===== src/rtl/la_acq_pkg.sv =====
// Shared types for the logic-analyzer acquisition sequencer.
package la_acq_pkg;

  typedef enum logic [1:0] {
    IDLE = 2'd0,
    PRE  = 2'd1,
    ARM  = 2'd2,
    POST = 2'd3
  } la_acq_st_t;

endpackage


===== src/rtl/la_acq_ctl.sv =====
// Acquisition sequencer: gates the sample stream into a single acquisition
// (pre-trigger fill, armed wait for trigger, post-trigger count, TLAST) and
// reports sequencer status back to the register bank.
// The incoming stream TLAST carries no meaning here, so it has no port.
module la_acq_ctl
  import la_acq_pkg::*;
#(
  parameter int unsigned DN = 2,
  parameter type         DT = logic [8-1:0],
  parameter int unsigned CW = 32
) (
  input  logic          clk,
  input  logic          rstn,
  input  logic          ctl_rst,
  input  logic          ctl_acq,
  input  logic          ctl_stp,
  input  logic          ctl_trg,
  input  logic [CW-1:0] cfg_pre,
  input  logic [CW-1:0] cfg_pst,
  input  logic [DN-1:0] trg_in,
  output logic          sts_acq,
  output logic          sts_trg,
  output logic          sts_stp,
  output logic [CW-1:0] sts_pre,
  output logic [CW-1:0] sts_pst,
  output logic          irq,
  input  logic          sti_tvalid,
  output logic          sti_tready,
  input  DT [DN-1:0]    sti_tdata,
  input  logic [DN-1:0] sti_tkeep,
  output logic          sto_tvalid,
  input  logic          sto_tready,
  output DT [DN-1:0]    sto_tdata,
  output logic [DN-1:0] sto_tkeep,
  output logic          sto_tlast
);

  la_acq_st_t    st, st_nxt;
  logic [CW-1:0] cfg_pre_q, cfg_pst_q;
  logic [CW-1:0] cnt_pre, cnt_pst;
  logic          swp;
  logic          active, xfer, btrg;
  logic          start, pre_inc, pst_inc, trg_hit, done, stop;

  // Zero-latency stream gating: pass-through while active, drain while idle.
  always_comb begin
    active     = (st != IDLE);
    sto_tvalid = active & sti_tvalid;
    sti_tready = active ? sto_tready : 1'b1;
    sto_tdata  = sti_tdata;
    sto_tkeep  = sti_tkeep;
    xfer       = sti_tvalid & sti_tready;
    btrg       = (|trg_in) | swp;
    sto_tlast  = done;
  end

  // Next-state and per-cycle strobes; soft reset and abort override stream events.
  always_comb begin
    st_nxt  = st;
    start   = 1'b0;
    pre_inc = 1'b0;
    pst_inc = 1'b0;
    trg_hit = 1'b0;
    done    = 1'b0;
    stop    = 1'b0;
    if (ctl_rst) begin
      st_nxt = IDLE;
    end else if (ctl_stp && active) begin
      stop   = 1'b1;
      st_nxt = IDLE;
    end else begin
      unique case (st)
        IDLE: begin
          if (ctl_acq && !ctl_stp) begin
            start  = 1'b1;
            st_nxt = PRE;
          end
        end
        PRE: begin
          pre_inc = xfer;
          if (cfg_pre_q == '0 || (xfer && (cnt_pre + CW'(1)) == cfg_pre_q))
            st_nxt = ARM;
        end
        ARM: begin
          pre_inc = xfer;
          if (xfer && btrg) begin
            trg_hit = 1'b1;
            if (cfg_pst_q == '0) begin
              done   = 1'b1;
              st_nxt = IDLE;
            end else begin
              st_nxt = POST;
            end
          end
        end
        POST: begin
          pst_inc = xfer;
          if (xfer && (cnt_pst + CW'(1)) == cfg_pst_q) begin
            done   = 1'b1;
            st_nxt = IDLE;
          end
        end
        default: st_nxt = IDLE;
      endcase
    end
  end

  // Sequencer state register.
  always_ff @(posedge clk or negedge rstn) begin
    if (!rstn) st <= IDLE;
    else       st <= st_nxt;
  end

  // Configuration snapshot, beat counters, sticky status and the pending software trigger.
  always_ff @(posedge clk or negedge rstn) begin
    if (!rstn) begin
      cfg_pre_q <= '0;
      cfg_pst_q <= '0;
      cnt_pre   <= '0;
      cnt_pst   <= '0;
      sts_trg   <= 1'b0;
      sts_stp   <= 1'b0;
      swp       <= 1'b0;
      irq       <= 1'b0;
    end else if (ctl_rst) begin
      cfg_pre_q <= '0;
      cfg_pst_q <= '0;
      cnt_pre   <= '0;
      cnt_pst   <= '0;
      sts_trg   <= 1'b0;
      sts_stp   <= 1'b0;
      swp       <= 1'b0;
      irq       <= 1'b0;
    end else begin
      irq <= done;
      if (start) begin
        cfg_pre_q <= cfg_pre;
        cfg_pst_q <= cfg_pst;
        cnt_pre   <= '0;
        cnt_pst   <= '0;
        sts_trg   <= 1'b0;
        sts_stp   <= 1'b0;
      end
      if (pre_inc && cnt_pre != '1) cnt_pre <= cnt_pre + CW'(1);
      if (pst_inc)                  cnt_pst <= cnt_pst + CW'(1);
      if (trg_hit)                  sts_trg <= 1'b1;
      if (stop)                     sts_stp <= 1'b1;
      // A software trigger is held only while armed and is consumed by the next armed beat.
      if (st_nxt != ARM)             swp <= 1'b0;
      else if (st == ARM && ctl_trg) swp <= 1'b1;
      else if (st == ARM && xfer)    swp <= 1'b0;
    end
  end

  assign sts_acq = (st != IDLE);
  assign sts_pre = cnt_pre;
  assign sts_pst = cnt_pst;

endmodule


===== config.mk =====
export PLATFORM = sky130hd
export DESIGN_NAME = la_acq_ctl
export DESIGN_NICKNAME = d
export VERILOG_FILES = /design/src/rtl/la_acq_pkg.sv /design/src/rtl/la_acq_ctl.sv
export SDC_FILE = /design/constraint.sdc
export NUM_CORES = 1
export LEC_CHECK = 0
export ABC_AREA = 1
export ABC_CLOCK_PERIOD_IN_PS = 2600
export BUFFER_PORTS_ARGS = -buffer_cell sky130_fd_sc_hd__buf_2
export CAP_MARGIN = 15
export CORE_MARGIN = 2
export CORE_UTILIZATION = 52
export CTS_BUF_LIST = sky130_fd_sc_hd__clkbuf_8
export DETAILED_ROUTE_END_ITERATION = 12
export PLACE_DENSITY = 0.79
export SYNTH_ARGS = -nofsm -noshare
export SYNTH_HDL_FRONTEND = slang
export SYNTH_SLANG_ARGS = --single-unit

===== constraint.sdc =====
create_clock -name clk -period 2.6 [get_ports clk]
set_clock_uncertainty 0.2 [all_clocks]
set_input_delay 0.52 -clock clk [delete_from_list [all_inputs] [get_ports clk]]
set_output_delay 0.52 -clock clk [all_outputs]
set_load 0.005 [all_outputs]

# Word-level counts from Yosys, hierarchy flattened

Index checks and enable logic that the tools add are counted.

Word-level logic and storage cells: 93
Bits in registers: 134
Input bits: 92

Bitwise operators: 3
Reductions and logical operators: 22
Equal/unequal tests: 7
Multiplexer cells: 50
$add $sub $neg: 2

Operators by type and width:

| kind                    | number |
|---|---|
| $mux W32                | 9 |
| $add A32 B1 Y32 const B | 2 |
| $eq A32 B32 Y1          | 2 |
| $logic_not A32 Y1       | 2 |
| $mux W1                 | 32 |
| $ne A32 B32 Y1 const B  | 1 |
| $mux W2                 | 7 |
| $reduce_bool A3 Y1      | 4 |
| $logic_and A1 B1 Y1     | 8 |
| $pmux W2 S4             | 1 |
| $eq A2 B2 Y1 const B    | 2 |
| $reduce_bool A2 Y1      | 2 |
| $reduce_bool A4 Y1      | 1 |
| $reduce_or A2 Y1        | 2 |
| $and A1 B1 Y1           | 2 |
| $eq A2 B1 Y1 const B    | 1 |
| $logic_not A2 Y1        | 1 |
| $ne A2 B2 Y1 const B    | 1 |
| $pmux W1 S2             | 1 |
| $logic_not A1 Y1        | 1 |
| $logic_or A1 B1 Y1      | 1 |
| $or A1 B1 Y1            | 1 |

# Depth between registers and ports, before layout

Depth after elaboration: 12
Gate-level depth with buffers: 20
Depth with buffers taken out: 20

# Least setup slack after synthesis

Ideal clock, no wire load.

Path kind: register -> output
Start: register cnt_pst[0], in the netlist sts_pst[0]
End: output sto_tlast
Buffers on the path: 0
Setup slack: -0.218 ns
Stages on the path, launching flop included: 15
Required time: 1.880 ns
Data arrival time: 2.098 ns
Cells stage by stage: dfrtp_1 -> ha_1 -> nand2_2 -> nor2_4 -> nand2_2 -> nor2_4 -> nand2_1 -> nand2_1 -> nand2_1 -> nand2_1 -> nand4_1 -> or2_0 -> and3b_1 -> nand3_1 -> a21oi_1

Word-level cells in the longest chain between the ends: 7

RTL lines:

| element                | line              | source |
|---|---|---|
| start, declared        | la_acq_ctl.sv:40  | `logic [CW-1:0] cnt_pre, cnt_pst;` |
| start signal, assigned | la_acq_ctl.sv:145 | `if (pst_inc) cnt_pst <= cnt_pst + CW'(1);` |
| $add A32 B1 Y32        | la_acq_ctl.sv:98  | `if (xfer && (cnt_pst + CW'(1)) == cfg_pst_q) begin` |
| $eq A32 B32 Y1         | la_acq_ctl.sv:98  |  |
| $logic_and A1 B1 Y1    | la_acq_ctl.sv:98  |  |
| $mux W1                | la_acq_ctl.sv:98  |  |
| $pmux W1 S2            | la_acq_ctl.sv:72  | `unique case (st)` |
| $mux W1                | la_acq_ctl.sv:68  | `end else if (ctl_stp && active) begin` |
| $mux W1                | la_acq_ctl.sv:66  | `if (ctl_rst) begin` |
| end, declared          | la_acq_ctl.sv:35  | `output logic sto_tlast` |

Every way passes these cells.

# Final worst setup path

Start: register cnt_pst[1], in the netlist sts_pst[1]
End: output sto_tlast

The elaborated chain is that of the path after synthesis.

==> flow_summary.json <==
{
  "status": "finished, violations left",
  "violations": "negative setup slack",
  "multi_input_area_um2": 4970,
  "cts_sinks": 134,
  "swShare_pct": 34.6,
  "rows": 48,
  "fin_nets": 1768,
  "start_util_pct": 52.6,
  "die-area_um2": 18300,
  "die_w_um": 135,
  "grt_pass1_wl_um": 51700,
  "hold_viol": 0,
  "powerDensity_nw_per_um2": 490,
  "fin_crit_sh_pct": 138,
  "comb_power_share_pct": 27.3,
  "synthCells": 1342,
  "maxCapViolations": 0,
  "clk_latency_ns": 0.46,
  "slowest_delay_ns": 0.42,
  "hold_path_class": "primary input to flip-flop",
  "routedWlPerCell_um": 17.1,
  "syn_area_um2": 8960,
  "cp_max_fo": 5,
  "critPathMostFrequentCell": "nand2_2",
  "grt_overflow": 0,
  "antenna_found_initial": 0,
  "ant_nets": 0,
  "finalSetupViolCount": 5,
  "area_delta_synth_final_pct": 35.5,
  "grt_max_degree": 66,
  "gp_congestion": 0.982,
  "r2r-end": "swp",
  "dieHeight_um": 135,
  "yosys_register_bits": 134,
  "critPathArrivalTime_ns": 2.86,
  "vias_per_cell": 5.51,
  "fillers": 1436,
  "cts-root-buf": "clkbuf_8",
  "final_max_slew_viol_count": 0,
  "path_cells": "ha_4 > nand2_4 > nor2_4 > nand2_2 > nor2_4 > nand2_2 > nand2_2 > nand2_2 > nand2_2 > nand4_1 > or2_0 > and3b_1 > nand3_2 > a21oi_2 > buf_2",
  "power.sequential.fraction_pct": 39.4,
  "cts_tree": "done",
  "synth_area_per_cell_um2": 6.68,
  "hpwl_um": 24500,
  "hp-start": "cfg_pre[25]",
  "holdPathStages": 3,
  "setup-tns-final_ns": -1.84,
  "io_buffers": 144,
  "max-slew-margin-rel_pct": 68.8,
  "numCtsBuffers": 17,
  "track_usage_pct": 36.4,
  "critical_path_class": "flip-flop to output pin",
  "num_io_pins": 181,
  "core_um2": 17100,
  "rsz0062_at_grt": "yes",
  "final_cells": 1908,
  "antenna_cells": 0,
  "clkSlewWorstSetupHoldPaths_ns": 0.09,
  "layout_setup_ws_ns": -0.977,
  "reg2reg_slack_ns": -0.35,
  "yosys_warnings": 0,
  "leakagePower_nw": 6.05,
  "ff_latch_area_um2": 3360,
  "drive_gt1_share_pct": 29.2,
  "tightest_slew_ns": 0.463,
  "ys_seq_area_share_pct": 37.4,
  "timing.rr.start": "sts_pst[1]",
  "power_frac_clock_pct": 33.3,
  "htree_levels": 4,
  "hold_end": "cfg_pre_q[25]",
  "peakVddDrop_uv": 352,
  "slowest_stage": "dfrtp_2",
  "dr_total_vias": 10500,
  "p_int_mw": 3.89,
  "drt-pass1-iter-count": 5,
  "yosysUniqueCellTypes": 41,
  "start_kind": "flip-flop",
  "dp_cells": 1852,
  "worstPathRequired_ns": 1.88,
  "max_freq_mhz": 280,
  "ctsLongestPathBuffers": 2,
  "cp-end-kind": "output pin",
  "switching_power_mw": 2.06,
  "fin_crit_ns": 3.58,
  "rr_worst_depth": 21,
  "routed_wl_um": 32700,
  "first_global_vias": 10400,
  "syn_nets": 1440,
  "first_iter_violations": 918,
  "post-route-drc-count": 0
}
==> worst max-delay path, delay by kind of cell (launching register included) <==
family | cells | cell delay (ns)
compound gates | 1 | 0.16
fa+ha+maj | 1 | 0.17
buf+inv | 1 | 0.13
flops | 1 | 0.42
simple gates | 12 | 1.50
==> layout make-up <==
| type | count | share of cell area [%] |
|---|---|---|
| multi-input cells | 983 | 40.9 |
| flip-flops and latches | 134 | 27.6 |
| repair buffers | 360 | 20.2 |
| inverters | 174 | 5.38 |
| well taps | 225 | 2.32 |
| clock buffers | 20 | 2.27 |
| clock inverters | 12 | 1.36 |
==> synth_stat cells (all sizes together) <==
cell | number | area, µm²
nor3 | 3 | 15.0
ha | 6 | 75.1
xor2 | 8 | 70.1
a211oi | 1 | 7.51
and3b | 1 | 8.76
nand3b | 4 | 30.0
nor4 | 8 | 50.1
and3 | 2 | 12.5
inv | 174 | 653
o211ai | 1 | 7.51
nor2 | 145 | 658
a32o | 3 | 30.0
buf | 25 | 166
xnor2 | 2 | 17.5
nand3 | 198 | 1000
a21oi | 5 | 28.8
o21a | 1 | 7.51
and2 | 4 | 25.0
nand2 | 419 | 1620
or2 | 1 | 6.26
nand4 | 26 | 163
o22ai | 54 | 338
o31ai | 1 | 7.51
o21ai | 84 | 420
nor3b | 1 | 7.51
dfrtp | 134 | 3350
a21boi | 1 | 7.51
clkbuf | 26 | 97.6
o32ai | 1 | 8.76
xnor3 | 3 | 67.6
==> power by group through the flow <==
stage               logic (mW)  registers [mW]  clock network (mW)
finish                    1.63            2.34                1.98
global route              1.79            2.36                2.06
CTS                       1.58            2.34                1.98
detailed placement        1.55            2.38                   0
global placement          1.51            2.37                   0
floorplan                0.873            2.36                   0
==> layout by cell type, fill, tap and decap left out, types with 4 or more instances in the layout <==
cell type / instances
nor4_1: 7
nand4_1: 26
o21ai_1: 4
nand2_1: 380
buf_12: 6
nand3_1: 185
nand3_2: 13
and2_1: 4
inv_1: 170
nor2_1: 113
nor2_2: 14
buf_6: 7
o21ai_0: 79
buf_2: 143
nor2_4: 17
buf_4: 203
o22ai_1: 53
ha_1: 5
nand2_2: 32
xor2_1: 8
dfrtp_1: 132
inv_2: 4
nand3b_1: 4
clkbuf_8: 20
nand2_4: 7
==> through the flow <==
stage               setup WS (ns)  instance area (µm²)  power [mW]  utilization (%)  hold slack, ns
floorplan                 -0.0928                 8990        3.23                -          0.0244
global placement           -0.499                11300        3.89             66.0           0.266
detailed placement         -0.573                11300        3.92             66.0           0.263
CTS                        -0.894                12000        5.89             70.4          0.0772
global route                -1.10                12100        6.21             71.2          0.0882
finish                     -0.977                12100        5.95             71.2          0.0888
==> flip-flops by register name (all words and copies together) (netlist names) <==
register   flops
cfg_pre_q     32
irq            1
sts_pst       32
sts_pre       32
sts_trg        1
sts_stp        1
cfg_pst_q     32
swp            1
st             2
==> cells by family after synthesis <==
group	count (synthesis)	share of synthesized area (%)
AOI/OAI and AO/OA	152	9.63
xor gates and xnor gates	13	1.73
adders and majority gates	6	0.837
buffers and inverters	225	10.2
DFF	134	37.4
and+or+nand+nor	812	40.2
==> per-layer routing <==
metal	vias to the layer above	wire (µm)	GRT usage, %	share of wire [%]
met4	0	1780	19.3	5.4
met5	-	0	0	0
li1	5010	-	-	-
met1	4910	12700	43.1	39
met2	472	16000	62.6	49
met3	112	2210	7.22	6.7
==> what timing repair did <==
item | CTS | global route
hold buffers | 1 | 0
resized for setup | 28 | 48
pin swaps | 24 | 28
endpoints found under the setup margin | 5 | 8
setup buffers | 30 | 9
cloned | 0 | 0
hold endpoints to repair | 39 | 0
==> worst max path at each step <==
stage | start | endpoint | slack [ns] | cells past startpoint
after floorplan | sts_pst[0] | sto_tlast | -0.09 | 14
after global placement | sts_pst[1] | sto_tlast | -0.50 | 16
after detailed placement | sts_pst[0] | sto_tlast | -0.57 | 15
after CTS | sts_pst[0] | sto_tlast | -0.89 | 15
after global routing | sts_pst[1] | sto_tlast | -1.10 | 15
final | sts_pst[1] | sto_tlast | -0.98 | 15
Power figures use the tool's default switching activity.
